### config.mk
export PLATFORM = sky130hd
export DESIGN_NAME = frame_loader
export DESIGN_NICKNAME = d
export VERILOG_FILES = /design/src/rtl/game_pkg.sv /design/src/rtl/frame_loader_packer.sv /design/src/rtl/frame_loader.sv
export SDC_FILE = /design/constraint.sdc
export NUM_CORES = 1
export LEC_CHECK = 0
export CAP_MARGIN = 20
export CORE_MARGIN = 5
export CORE_UTILIZATION = 45
export CTS_CLUSTER_DIAMETER = 50
export DETAILED_ROUTE_END_ITERATION = 10
export PLACE_DENSITY = 0.68
export SETUP_SLACK_MARGIN = 0.02
export SLEW_MARGIN = 5
export SYNTH_ARGS = -nofsm -noshare
export SYNTH_HDL_FRONTEND = slang
export SYNTH_SLANG_ARGS = --single-unit
### constraint.sdc
create_clock -name clk -period 2.1 [get_ports clk]
set_input_delay 0.42 -clock clk [delete_from_list [all_inputs] [get_ports clk]]
set_output_delay 0.42 -clock clk [all_outputs]
set_load 0.005 [all_outputs]
### src/rtl/game_pkg.sv
// Shared screen geometry, pixel/byte types and loader state encoding.
package game_pkg;

  localparam int SCREEN_WIDTH  = 1024;
  localparam int SCREEN_HEIGHT = 768;
  localparam int FRAME_PIXELS  = SCREEN_WIDTH * SCREEN_HEIGHT;

  typedef logic [7:0]  byte_t;
  typedef logic [11:0] pixel_t;   // {R[3:0], G[3:0], B[3:0]}

  typedef logic [2:0] state_t;
  localparam state_t ST_IDLE = 3'd0;
  localparam state_t ST_B0   = 3'd1;
  localparam state_t ST_B1   = 3'd2;
  localparam state_t ST_B2   = 3'd3;
  localparam state_t ST_CK0  = 3'd4;
  localparam state_t ST_CK1  = 3'd5;
  localparam state_t ST_DONE = 3'd6;

endpackage

### src/rtl/frame_loader_packer.sv
// Unpacks three stream bytes into two 12-bit pixels; pix_valid is combinational
// with the byte that completes a pixel.
module byte_to_pixel_packer
  import game_pkg::*;
(
  input  logic   clk,
  input  logic   rst_n,
  input  logic   clear,
  input  logic   byte_valid,
  input  byte_t  byte_data,
  output logic   pix_valid,
  output pixel_t pix_data
);

  logic [1:0] phase_q, phase_d;
  byte_t      b0_q, b0_d;
  logic [3:0] b1_lo_q, b1_lo_d;

  always_comb begin
    // NOTE: every signal gets a default first so no path leaves it unassigned (no latch).
    phase_d   = phase_q;
    b0_d      = b0_q;
    b1_lo_d   = b1_lo_q;
    pix_valid = 1'b0;
    pix_data  = '0;
    if (clear) begin
      phase_d = 2'd0;
      b0_d    = '0;
      b1_lo_d = '0;
    end else if (byte_valid) begin
      case (phase_q)
        2'd0: begin
          b0_d    = byte_data;
          phase_d = 2'd1;
        end
        2'd1: begin
          pix_valid = 1'b1;
          pix_data  = {b0_q, byte_data[7:4]};
          b1_lo_d   = byte_data[3:0];
          phase_d   = 2'd2;
        end
        default: begin
          pix_valid = 1'b1;
          pix_data  = {b1_lo_q, byte_data};
          phase_d   = 2'd0;
        end
      endcase
    end
  end

  // NOTE: state flops use non-blocking assignments so all registers update together.
  always_ff @(posedge clk or negedge rst_n) begin
    if (!rst_n) begin
      phase_q <= 2'd0;
      b0_q    <= '0;
      b1_lo_q <= '0;
    end else begin
      phase_q <= phase_d;
      b0_q    <= b0_d;
      b1_lo_q <= b1_lo_d;
    end
  end

endmodule

### src/rtl/frame_loader.sv
// Writer side of the screen-image BRAM: packs a byte stream into pixels at y*W+x.
// Optional trailing 16-bit byte-sum checksum when FRAME_LOADER_CHECKSUM_EN is defined.
module frame_loader
  import game_pkg::*;
#(
  parameter int SCREEN_WIDTH  = game_pkg::SCREEN_WIDTH,
  parameter int SCREEN_HEIGHT = game_pkg::SCREEN_HEIGHT,
  parameter int ADDR_WIDTH    = 20
) (
  input  logic                  clk,
  input  logic                  rst_n,
  input  logic                  start,
  input  logic                  abort,
  input  logic [7:0]            in_data,
  input  logic                  in_valid,
  output logic                  in_ready,
  output logic                  mem_we,
  output logic [ADDR_WIDTH-1:0] mem_waddr,
  output logic [11:0]           mem_wdata,
  output logic                  busy,
  output logic                  done,
  output logic                  crc_err
);

  localparam longint NPIX = longint'(SCREEN_WIDTH) * longint'(SCREEN_HEIGHT);
  localparam logic [ADDR_WIDTH-1:0] LAST_ADDR = ADDR_WIDTH'(NPIX - 1);

  if ((NPIX % 2) != 0 || (longint'(1) << ADDR_WIDTH) < NPIX) begin : g_bad_geometry
    $error("frame_loader: W*H must be even and fit in ADDR_WIDTH bits");
  end

  state_t                state_q, state_d;
  logic [ADDR_WIDTH-1:0] cnt_q, cnt_d;
  logic                  we_q, we_d;
  logic [ADDR_WIDTH-1:0] waddr_q, waddr_d;
  pixel_t                wdata_q, wdata_d;

  logic   hs, start_go, byte_take, pix_valid;
  pixel_t pix_data;

  assign in_ready  = (state_q == ST_B0) || (state_q == ST_B1) || (state_q == ST_B2) ||
                     (state_q == ST_CK0) || (state_q == ST_CK1);
  assign hs        = in_valid && in_ready;
  assign start_go  = (state_q == ST_IDLE) && start && !abort;
  // Abort beats a simultaneous byte: the byte is handshaken but never reaches the packer.
  assign byte_take = hs && !abort &&
                     ((state_q == ST_B0) || (state_q == ST_B1) || (state_q == ST_B2));

  byte_to_pixel_packer u_packer (
    .clk        (clk),
    .rst_n      (rst_n),
    .clear      (start_go || abort),
    .byte_valid (byte_take),
    .byte_data  (in_data),
    .pix_valid  (pix_valid),
    .pix_data   (pix_data)
  );

  always_comb begin
    state_d = state_q;
    cnt_d   = cnt_q;
    we_d    = 1'b0;
    waddr_d = waddr_q;
    wdata_d = wdata_q;
    if (abort) begin
      state_d = ST_IDLE;
    end else begin
      case (state_q)
        ST_IDLE: if (start) begin
          state_d = ST_B0;
          cnt_d   = '0;
        end
        ST_B0: if (hs) state_d = ST_B1;
        ST_B1: if (hs) state_d = ST_B2;
        ST_B2: if (hs) begin
`ifdef FRAME_LOADER_CHECKSUM_EN
          state_d = (cnt_q == LAST_ADDR) ? ST_CK0 : ST_B0;
`else
          state_d = (cnt_q == LAST_ADDR) ? ST_DONE : ST_B0;
`endif
        end
`ifdef FRAME_LOADER_CHECKSUM_EN
        ST_CK0: if (hs) state_d = ST_CK1;
        ST_CK1: if (hs) state_d = ST_DONE;
`endif
        default: state_d = ST_IDLE;
      endcase
    end
    // The counter parks on the last address so a full 2^ADDR_WIDTH frame never wraps.
    if (pix_valid) begin
      we_d    = 1'b1;
      waddr_d = cnt_q;
      wdata_d = pix_data;
      if (cnt_q != LAST_ADDR) cnt_d = cnt_q + 1'b1;
    end
  end

  always_ff @(posedge clk or negedge rst_n) begin
    if (!rst_n) begin
      state_q <= ST_IDLE;
      cnt_q   <= '0;
      we_q    <= 1'b0;
      waddr_q <= '0;
      wdata_q <= '0;
    end else begin
      state_q <= state_d;
      cnt_q   <= cnt_d;
      we_q    <= we_d;
      waddr_q <= waddr_d;
      wdata_q <= wdata_d;
    end
  end

  assign mem_we    = we_q;
  assign mem_waddr = waddr_q;
  assign mem_wdata = wdata_q;
  assign done      = (state_q == ST_DONE);
  assign busy      = (state_q != ST_IDLE) && (state_q != ST_DONE);

`ifdef FRAME_LOADER_CHECKSUM_EN
  logic [15:0] sum_q, sum_d;
  logic [7:0]  ck_hi_q, ck_hi_d;
  logic        crc_err_q, crc_err_d;

  always_comb begin
    sum_d     = sum_q;
    ck_hi_d   = ck_hi_q;
    crc_err_d = crc_err_q;
    if (start_go) begin
      sum_d     = '0;
      crc_err_d = 1'b0;
    end else if (byte_take) begin
      sum_d = sum_q + 16'(in_data);
    end
    if (hs && !abort && state_q == ST_CK0) ck_hi_d = in_data;
    if (hs && !abort && state_q == ST_CK1) crc_err_d = ({ck_hi_q, in_data} != sum_q);
  end

  always_ff @(posedge clk or negedge rst_n) begin
    if (!rst_n) begin
      sum_q     <= '0;
      ck_hi_q   <= '0;
      crc_err_q <= 1'b0;
    end else begin
      sum_q     <= sum_d;
      ck_hi_q   <= ck_hi_d;
      crc_err_q <= crc_err_d;
    end
  end

  assign crc_err = crc_err_q;
`else
  assign crc_err = 1'b0;
`endif

endmodule

==> run summary, run 1 <==
Highest clock rate - 500 MHz
Longest Clk Path Bufs - 2
Synth top area share - 52.3%
DR vias - 2937
Mapped Nets - 374
Pre-CTS WS - -0.0428 ns
RSZ-0062 raised after global routing - false
Setup crit end kind - output pin
Router iterations before antenna repair - 5
Fin util - 59.6%
Pwr/cell area - 608 nW/um2
Avg Cell Area, Syn - 9.30 um2
Critical path fanouts, max - 6
Top cells by area, synth - dfrtp_1, nand2_1, a31oi_1
DRT antenna net count - 0
Synth Register Bits - 70
Hold Vio Cnt, Final - 0
RD Place Congestion - 0.860
Post-DR vias/cell - 5.47
Synth area leader - dfrtp_1
Starting Density - 46.2%
Setup TNS - 0 ns
Routed wire length - 8.11 mm
Hold Buf Count CTS - 0
PortBufs - 48
DPL Wire Length - 5.73 mm
Mapped Area - 3350 um2
Share of post-route cells with drive strength above 1 - 16.2%
Post-layout minimum cycle time - 2.00 ns
Dpl cell area - 4110 um2
Peak VDD IR - 292 uV
Inserted Clock Buffers - 9
Die W - 96.3 um
Worst Path Arrival - 1.58 ns
Most common flop cell mapped by yosys - dfrtp_1
Vias in the first global route - 2883
Final setup viols - 0
Total track usage - 19.3%
Clock skew - 0.00896 ns
Max-cap violations - 0
Cells after Synth - 360
WP data required - 1.68 ns
Largest stage delay, worst path - 0.47 ns
1st-iter DRT viols - 168
Diode count - 0
Final instance area - 4320 um2
Min-Delay Path Class - in -> async
Critical path launch point type - flop
Cell leakage power - 1.96 nW
I/O Pins - 50
Die footprint - 9270 um2
CTS tree - yes
Power, Total - 2.63 mW
Critical path class - reg -> out
Clock Sinks - 70
Number of flops mapped to enable cells by yosys - 0
Reg2reg setup slack - 0.14 ns
Final period utilization - 95.3%
Cells along the critical path - nor3_4, a21oi_1, clkdlybuf4s50_1
Final worst slack - 0.0987 ns
Largest net degree at the start of global routing - 38
Number of cell rows - 31
Synth cell types - 51
Slew Limit Fails - 0
Non-Filler Instances - 537
CTS root buf - clkbuf_8
Ys Warns - 0
Clk_lat worst skew - 0.35 ns
Core Region - 7250 um2
Slowest stage cell, crit path - dfrtp_1
Cell total after placement - 521
Die H - 96.3 um
Clock slew at reported path FFs - 0.08 ns
DRC viols - 0
Fraction of registers with async set/reset - 100%
Per-cell routed wire length - 15.1 um
Initial antenna violation count - 0
First-pass GRT wire length - 13.8 mm
Status - completed
Sequential fraction of the synthesis area - 52.3%
Worst hold slack - 0.107 ns
Total grt overflow - 0
H-tree lvl count - 3
Final net count - 448
Area delta synth->final - 29.0%
-- flip-flops by register name (all words and copies together) (netlist names) --
name	cells
u_packer.b0_q	8
u_packer.b1_lo_q	4
cnt_q	20
state_q	3
u_packer.phase_q	2
mem_wdata	12
mem_waddr	20
mem_we	1
-- cells in the final DEF (no fill, tap or decap), types with 3 or more instances in the layout --
master,n
a211o_1,3
a21o_1,3
a21oi_1,13
a22oi_1,5
a31o_2,3
a31oi_1,15
a41oi_1,3
and3_1,5
and4_1,3
buf_4,34
clkbuf_8,10
clkdlybuf4s50_1,47
dfrtp_1,68
inv_1,3
mux2i_1,10
nand2_1,97
nand3_1,13
nand4_1,3
nor2_1,15
nor2b_1,5
nor3_1,6
o21ai_0,9
o21ai_1,12
o22ai_1,9
or3_1,3
-- logic make-up (layout without fill, tap and decap cells) --
kind of cell,after synthesis,in the layout,synth area share [%]
adder cells (fa/ha/maj),1,1,0.373
AO/OA/AOI/OAI,85,85,16.4
multiplexers,10,10,2.99
other,1,1,0.112
flip-flops,70,70,52.3
buffers and inverters,25,103,4.15
AND/OR/NAND/NOR,167,167,23.4
XOR/XNOR,1,1,0.262
-- repair_timing --
item                                    CTS  global route
pin swaps                                 0             1
gates cloned                              0             0
gates resized for setup                   1             7
buffers inserted                          0             1
endpoints found under the setup margin    1            14
-- worst paths after layout --
kind | start | endpoint | depth (start not counted)
setup / recovery | state_q[2] | in_ready | 3
hold / removal | rst_n | mem_wdata[8] | 2
setup reg to reg | cnt_q[0] | cnt_q[3] | 7
hold reg to reg | mem_waddr[2] | mem_waddr[2] | 2
max in group asynchronous | rst_n | cnt_q[12] | 2
min in group clk | mem_waddr[2] | mem_waddr[2] | 2
-- cell usage after synthesis, drive strengths merged (4+ instances only) --
master,count
o21ai,21
mux2i,10
nor2,15
nand3,14
dfrtp,70
nor3,8
and3,7
o22ai,9
nand4,4
clkbuf,9
and4,4
nor2b,5
a31oi,17
a22oi,5
nand2,98
a21oi,13
buf,12
-- routing by layer --
metal / part of all wire (%) / up-vias / track usage [%]
li1: - / 1423 / -
met1: 45 / 1440 / 25.2
met2: 49 / 64 / 30.8
met3: 4.8 / 10 / 4.38
met4: 1.6 / 0 / 8.18
met5: 0 / - / 0
-- where the power goes --
part	switching (mW)	leakage, nW	internal, mW
Combinational	0.143	0.937	0.135
Clock	0.491	0.0824	0.455
Sequential	0.0249	0.944	1.38
Total	0.659	1.96	1.97
-- worst max-delay path, delay by kind of cell (launching register included) --
| kind | cells | cell delay (ns) |
|---|---|---|
| compound gates | 1 | 0.06 |
| buf+inv | 1 | 0.45 |
| flops | 1 | 0.47 |
| simple gates | 1 | 0.26 |
-- layout make-up --
cell class                 instances  area [um2]
clock buffer                      12         145
clock inverter                     3        21.3
fill                             650        2930
inverter                           4        16.3
multi-input combinational        265        1490
sequential                        70        1750
tap                               99         124
timing repair buffer              84         771
No activity file was read; power rests on OpenSTA's default activity.
==> inputs of run 2 (changes only) <==
Settings changed: CELL_PAD_IN_SITES_DETAIL_PLACEMENT set to 1, CELL_PAD_IN_SITES_GLOBAL_PLACEMENT set to 1, CORE_UTILIZATION 45 to 41, CTS_CLUSTER_SIZE set to 12, PLACE_DENSITY 0.68 to not set, PLACE_DENSITY_LB_ADDON set to 0.1.
==> run 2 against run 1 <==
Combinational power rose by 2%. Clock power rose by 17%. Worst setup slack got worse by 0.016 ns. Count of clock-buffer cells in the layout fell by 3. Power rose by 6.2%. Fmax fell by 0.77%. Sequential cell count did not move. Die area rose by 8.7%.
==> run summary, run 2 (synthesized netlist as in run 1, its figures left out) <==
Status - completed
DRT antenna net count - 0
Post-DR vias/cell - 5.48
1st-iter DRT viols - 82
Final setup viols - 0
I/O Pins - 50
Share of post-route cells with drive strength above 1 - 17.0%
Critical path fanouts, max - 7
CTS tree - yes
Longest Clk Path Bufs - 2
Total track usage - 19.8%
Vias in the first global route - 3187
Final instance area - 4370 um2
Core Region - 8090 um2
First-pass GRT wire length - 15.9 mm
Slowest stage cell, crit path - clkdlybuf4s50_1
Clock Sinks - 70
Die H - 100 um
Per-cell routed wire length - 16.9 um
PortBufs - 48
Max-cap violations - 0
Final worst slack - 0.0831 ns
Min-Delay Path Class - in -> async
Diode count - 0
Total grt overflow - 0
Clock skew - 0.00991 ns
Commonest non-fill, non-tap cells in the layout - nand2_1, dfrtp_1, clkdlybuf4s50_1
Post-layout minimum cycle time - 2.02 ns
Setup crit end kind - output pin
Slew margin rel. - 65.0%
Largest stage delay, worst path - 0.50 ns
Fin util - 54.0%
DRC viols - 0
Router iterations before antenna repair - 4
Critical path class - reg -> out
Die footprint - 10100 um2
Highest clock rate - 496 MHz
Starting Density - 41.4%
Area delta synth->final - 30.4%
Crit-path leading delay family - buffers and inverters
Critical path launch point type - flop
Pre-CTS WS - -0.0482 ns
Initial antenna violation count - 0
Largest net degree at the start of global routing - 40
DPL Wire Length - 6.68 mm
Slew Limit Fails - 0
RD Place Congestion - 0.800
Power, Total - 2.79 mW
Cell leakage power - 1.98 nW
Final net count - 449
Number of cell rows - 33
Bufs and invs on worst path - 2
Hold Vio Cnt, Final - 0
CTS root buf - clkbuf_8
DR vias - 2986
Dpl cell area - 4120 um2
Inserted Clock Buffers - 9
Worst Path Arrival - 1.60 ns
Die W - 100 um
RSZ-0062 raised after global routing - true
Final period utilization - 96.0%
Setup TNS - 0 ns
Pwr/cell area - 639 nW/um2
Cells along the critical path - inv_1, and3_1, clkdlybuf4s50_1
WP data required - 1.68 ns
Most common cell after layout, fill and taps aside - nand2_1
Routed wire length - 9.21 mm
Tightest Pin Transition - 0.525 ns
Clock slew at reported path FFs - 0.08 ns
Clk_lat worst skew - 0.34 ns
H-tree lvl count - 3
Peak VDD IR - 313 uV
==> run 2: stage by stage <==
| step | instances | hold WS, ns |
|---|---|---|
| 3_3_place_gp | 527 | 0.458 |
| 4_1_cts | 543 | 0.108 |
| 3_5_place_dp | 527 | 0.464 |
| 5_1_grt | 545 | 0.135 |
| 6_report | 545 | 0.103 |
| 2_1_floorplan | 360 | 0.124 |
==> run 2: path summary, 6_finish.rpt <==
kind                         startpoint      endpoint  slack, ns  depth (start not counted)
max in group asynchronous         rst_n     cnt_q[14]       1.59                          2
max                          state_q[0]          done       0.08                          3
min reg2reg                mem_waddr[0]  mem_waddr[0]       0.48                          2
min                               rst_n  mem_waddr[0]       0.10                          2
max reg2reg                   cnt_q[15]      cnt_q[3]       0.10                          6
min in group clk           mem_waddr[0]  mem_waddr[0]       0.48                          2
==> run 2: what timing repair did <==
action                     4_1_cts  5_1_grt
setup buffers                    0        2
pin swaps                        1        2
gates resized for setup          3        5
hold buffers                     0        0
gates cloned                     0        0
setup endpoints to repair        3       10
==> run 2: worst reg2reg max path: cells and delay by family, from the launching register on <==
kind | cells | cell delay (ns)
AND/OR/NAND/NOR | 3 | 0.65
AO/OA/AOI/OAI | 2 | 0.64
flip-flops | 1 | 0.42
buffers and inverters | 1 | 0.17
==> run 2: cell type report <==
| type | count | area, um2 |
|---|---|---|
| clock buffer | 9 | 124 |
| timing repair buffer | 85 | 778 |
| clock inverter | 7 | 73.8 |
| multi-input combinational | 265 | 1490 |
| tap | 105 | 131 |
| inverter | 4 | 16.3 |
| sequential | 70 | 1750 |
| fill | 949 | 3720 |
==> run 2: metal layers <==
| metal | track usage, % | wire (um) | vias up |
|---|---|---|---|
| li1 | - | - | 1421 |
| met1 | 24.3 | 3930 | 1512 |
| met2 | 35.1 | 4870 | 43 |
| met3 | 3.41 | 294 | 10 |
| met4 | 6.53 | 112 | 0 |
| met5 | 0 | 0 | - |
==> run 2: power by group <==
part	switching, mW	leakage (nW)	internal [mW]
combinational	0.148	0.931	0.135
sequential	0.0253	0.944	1.38
clock	0.553	0.0996	0.553
==> inputs of run 3 (changes only) <==
Settings changed: CORE_UTILIZATION 41 to 45, DONT_BUFFER_PORTS set to 1.
==> run 3 against run 2 <==
Sequential cell count did not move. Via count fell by 7.9%. Clock skew barely moved. Clock power rose by 9.9%. First-iteration DRC count rose by 23%. Count of clock-buffer cells in the layout rose by 2. Fmax rose by 2.7%. Core utilization fell by 1.6 points. Non-clock buffer count fell by 59. Cell count fell by 12%. Largest power group unchanged. Highest routed layer unchanged.
==> run summary, run 3 (synthesized netlist as in run 1, its figures left out) <==
CTS tree - yes
Setup TNS - 0 ns
Post-layout minimum cycle time - 1.96 ns
DPL Wire Length - 5.93 mm
Core Region - 7250 um2
Die footprint - 9270 um2
Share of post-route cells with drive strength above 1 - 15.2%
1st-iter DRT viols - 101
Inserted Clock Buffers - 9
Vias in the first global route - 2849
Clock slew at reported path FFs - 0.08 ns
Cell leakage power - 1.75 nW
WP data required - 2.33 ns
DRC viols - 0
Critical path launch point type - flop
Final period utilization - 93.5%
Number of cell rows - 31
Hold Path Cell Cnt - 2
Clk_lat worst skew - 0.34 ns
Non-Filler Instances - 480
Cell total after placement - 458
Area delta synth->final - 13.4%
Clock skew - 0.0102 ns
Router iterations before antenna repair - 6
Pre-CTS WS - 0.0520 ns
Clock Sinks - 70
DRT antenna net count - 0
Pwr/cell area - 741 nW/um2
Tightest Pin Transition - 0.674 ns
FF-to-FF path depth - 7
Final setup viols - 0
Peak VDD IR - 380 uV
Worst Path Arrival - 2.19 ns
Starting Density - 46.2%
Longest Clk Path Bufs - 2
Total grt overflow - 0
Hold Vio Cnt, Final - 0
Min-Delay Path Class - in -> reg
Most common cell after layout, fill and taps aside - nand2_1
RD Place Congestion - 0.798
DR vias - 2749
Setup crit end kind - flop
Critical path class - reg -> reg
Final worst slack - 0.136 ns
H-tree lvl count - 3
Initial antenna violation count - 0
Post-DR vias/cell - 5.73
Critical path fanouts, max - 13
Slew margin rel. - 55.1%
RSZ-0062 raised after global routing - false
First-pass GRT wire length - 14.2 mm
PortBufs - 0
Power, Total - 2.82 mW
I/O Pins - 50
Largest net degree at the start of global routing - 71
Slew Limit Fails - 0
Die W - 96.3 um
Status - completed
Per-cell routed wire length - 18.1 um
Max-cap violations - 0
Routed wire length - 8.67 mm
Total track usage - 19.9%
CTS root buf - clkbuf_8
Final net count - 390
Commonest non-fill, non-tap cells in the layout - nand2_1, dfrtp_1, buf_4
Die H - 96.3 um
Highest clock rate - 509 MHz
Diode count - 0
==> run 3: cell types whose count changed in the layout (fill, tap and decap cells not counted), moves of 2 or more <==
| cell | change |
|---|---|
| clkdlybuf4s50_1 | -47 |
| buf_4 | -11 |
| buf_12 | -2 |
| clkinv_4 | -2 |
==> run 3: path summary, 6_finish.rpt <==
path / startpoint / to / slack (ns)
setup reg to reg: cnt_q[1] / cnt_q[3] / 0.14
min in group asynchronous: rst_n / state_q[1] / 0.64
hold / removal: in_data[7] / u_packer.b0_q[7] / 0.19
setup / recovery: cnt_q[1] / cnt_q[3] / 0.14
hold reg to reg: mem_waddr[5] / mem_waddr[5] / 0.50
max in group asynchronous: rst_n / mem_waddr[9] / 1.18
==> run 3: stage by stage <==
step / hold WS, ns / area (um2) / util, %
floorplan: 0.124 / 3350 / -
global placement: 0.127 / 3500 / 48.3
detailed placement: 0.126 / 3500 / 48.3
CTS: 0.177 / 3770 / 51.9
global route: 0.176 / 3800 / 52.4
finish: 0.189 / 3800 / 52.4
==> run 3: critical path, stage by stage (launching register included) <==
cell,delay (ns)
dfrtp_1,0.36
ha_2,0.22
and3_4,0.22
nand4_4,0.15
o31a_1,0.28
buf_4,0.18
and3_1,0.17
a211o_1,0.26
==> run 3: repair_timing <==
action,CTS,global route
hold endpoints to repair,70,0
hold buffers,2,0
endpoints found under the setup margin,1,4
pin swaps,0,1
buffers inserted,0,4
gates resized for setup,1,2
==> run 3: layout make-up <==
cell class              instances  area, um2
fillers                       837       3450
flip-flops and latches         70       1750
multi-input cells             265       1470
repair buffers                 26        218
clock buffers                  11        141
well taps                      99        124
clock inverters                 5       81.3
inverters                       4       16.3
==> run 3: power by group <==
part	switching, mW	leakage [nW]	internal [mW]
clock network	0.516	0.110	0.704
logic	0.124	0.698	0.0702
registers	0.0245	0.946	1.38
total	0.665	1.75	2.15
==> run 3: per-layer routing <==
layer  vias to the layer above  wire length (um)  track usage, %
li1                       1307                 -               -
met1                      1374              4010            27.7
met2                        59              4070            30.6
met3                         9               518            4.69
met4                         0                73            6.04
met5                         -                 0               0
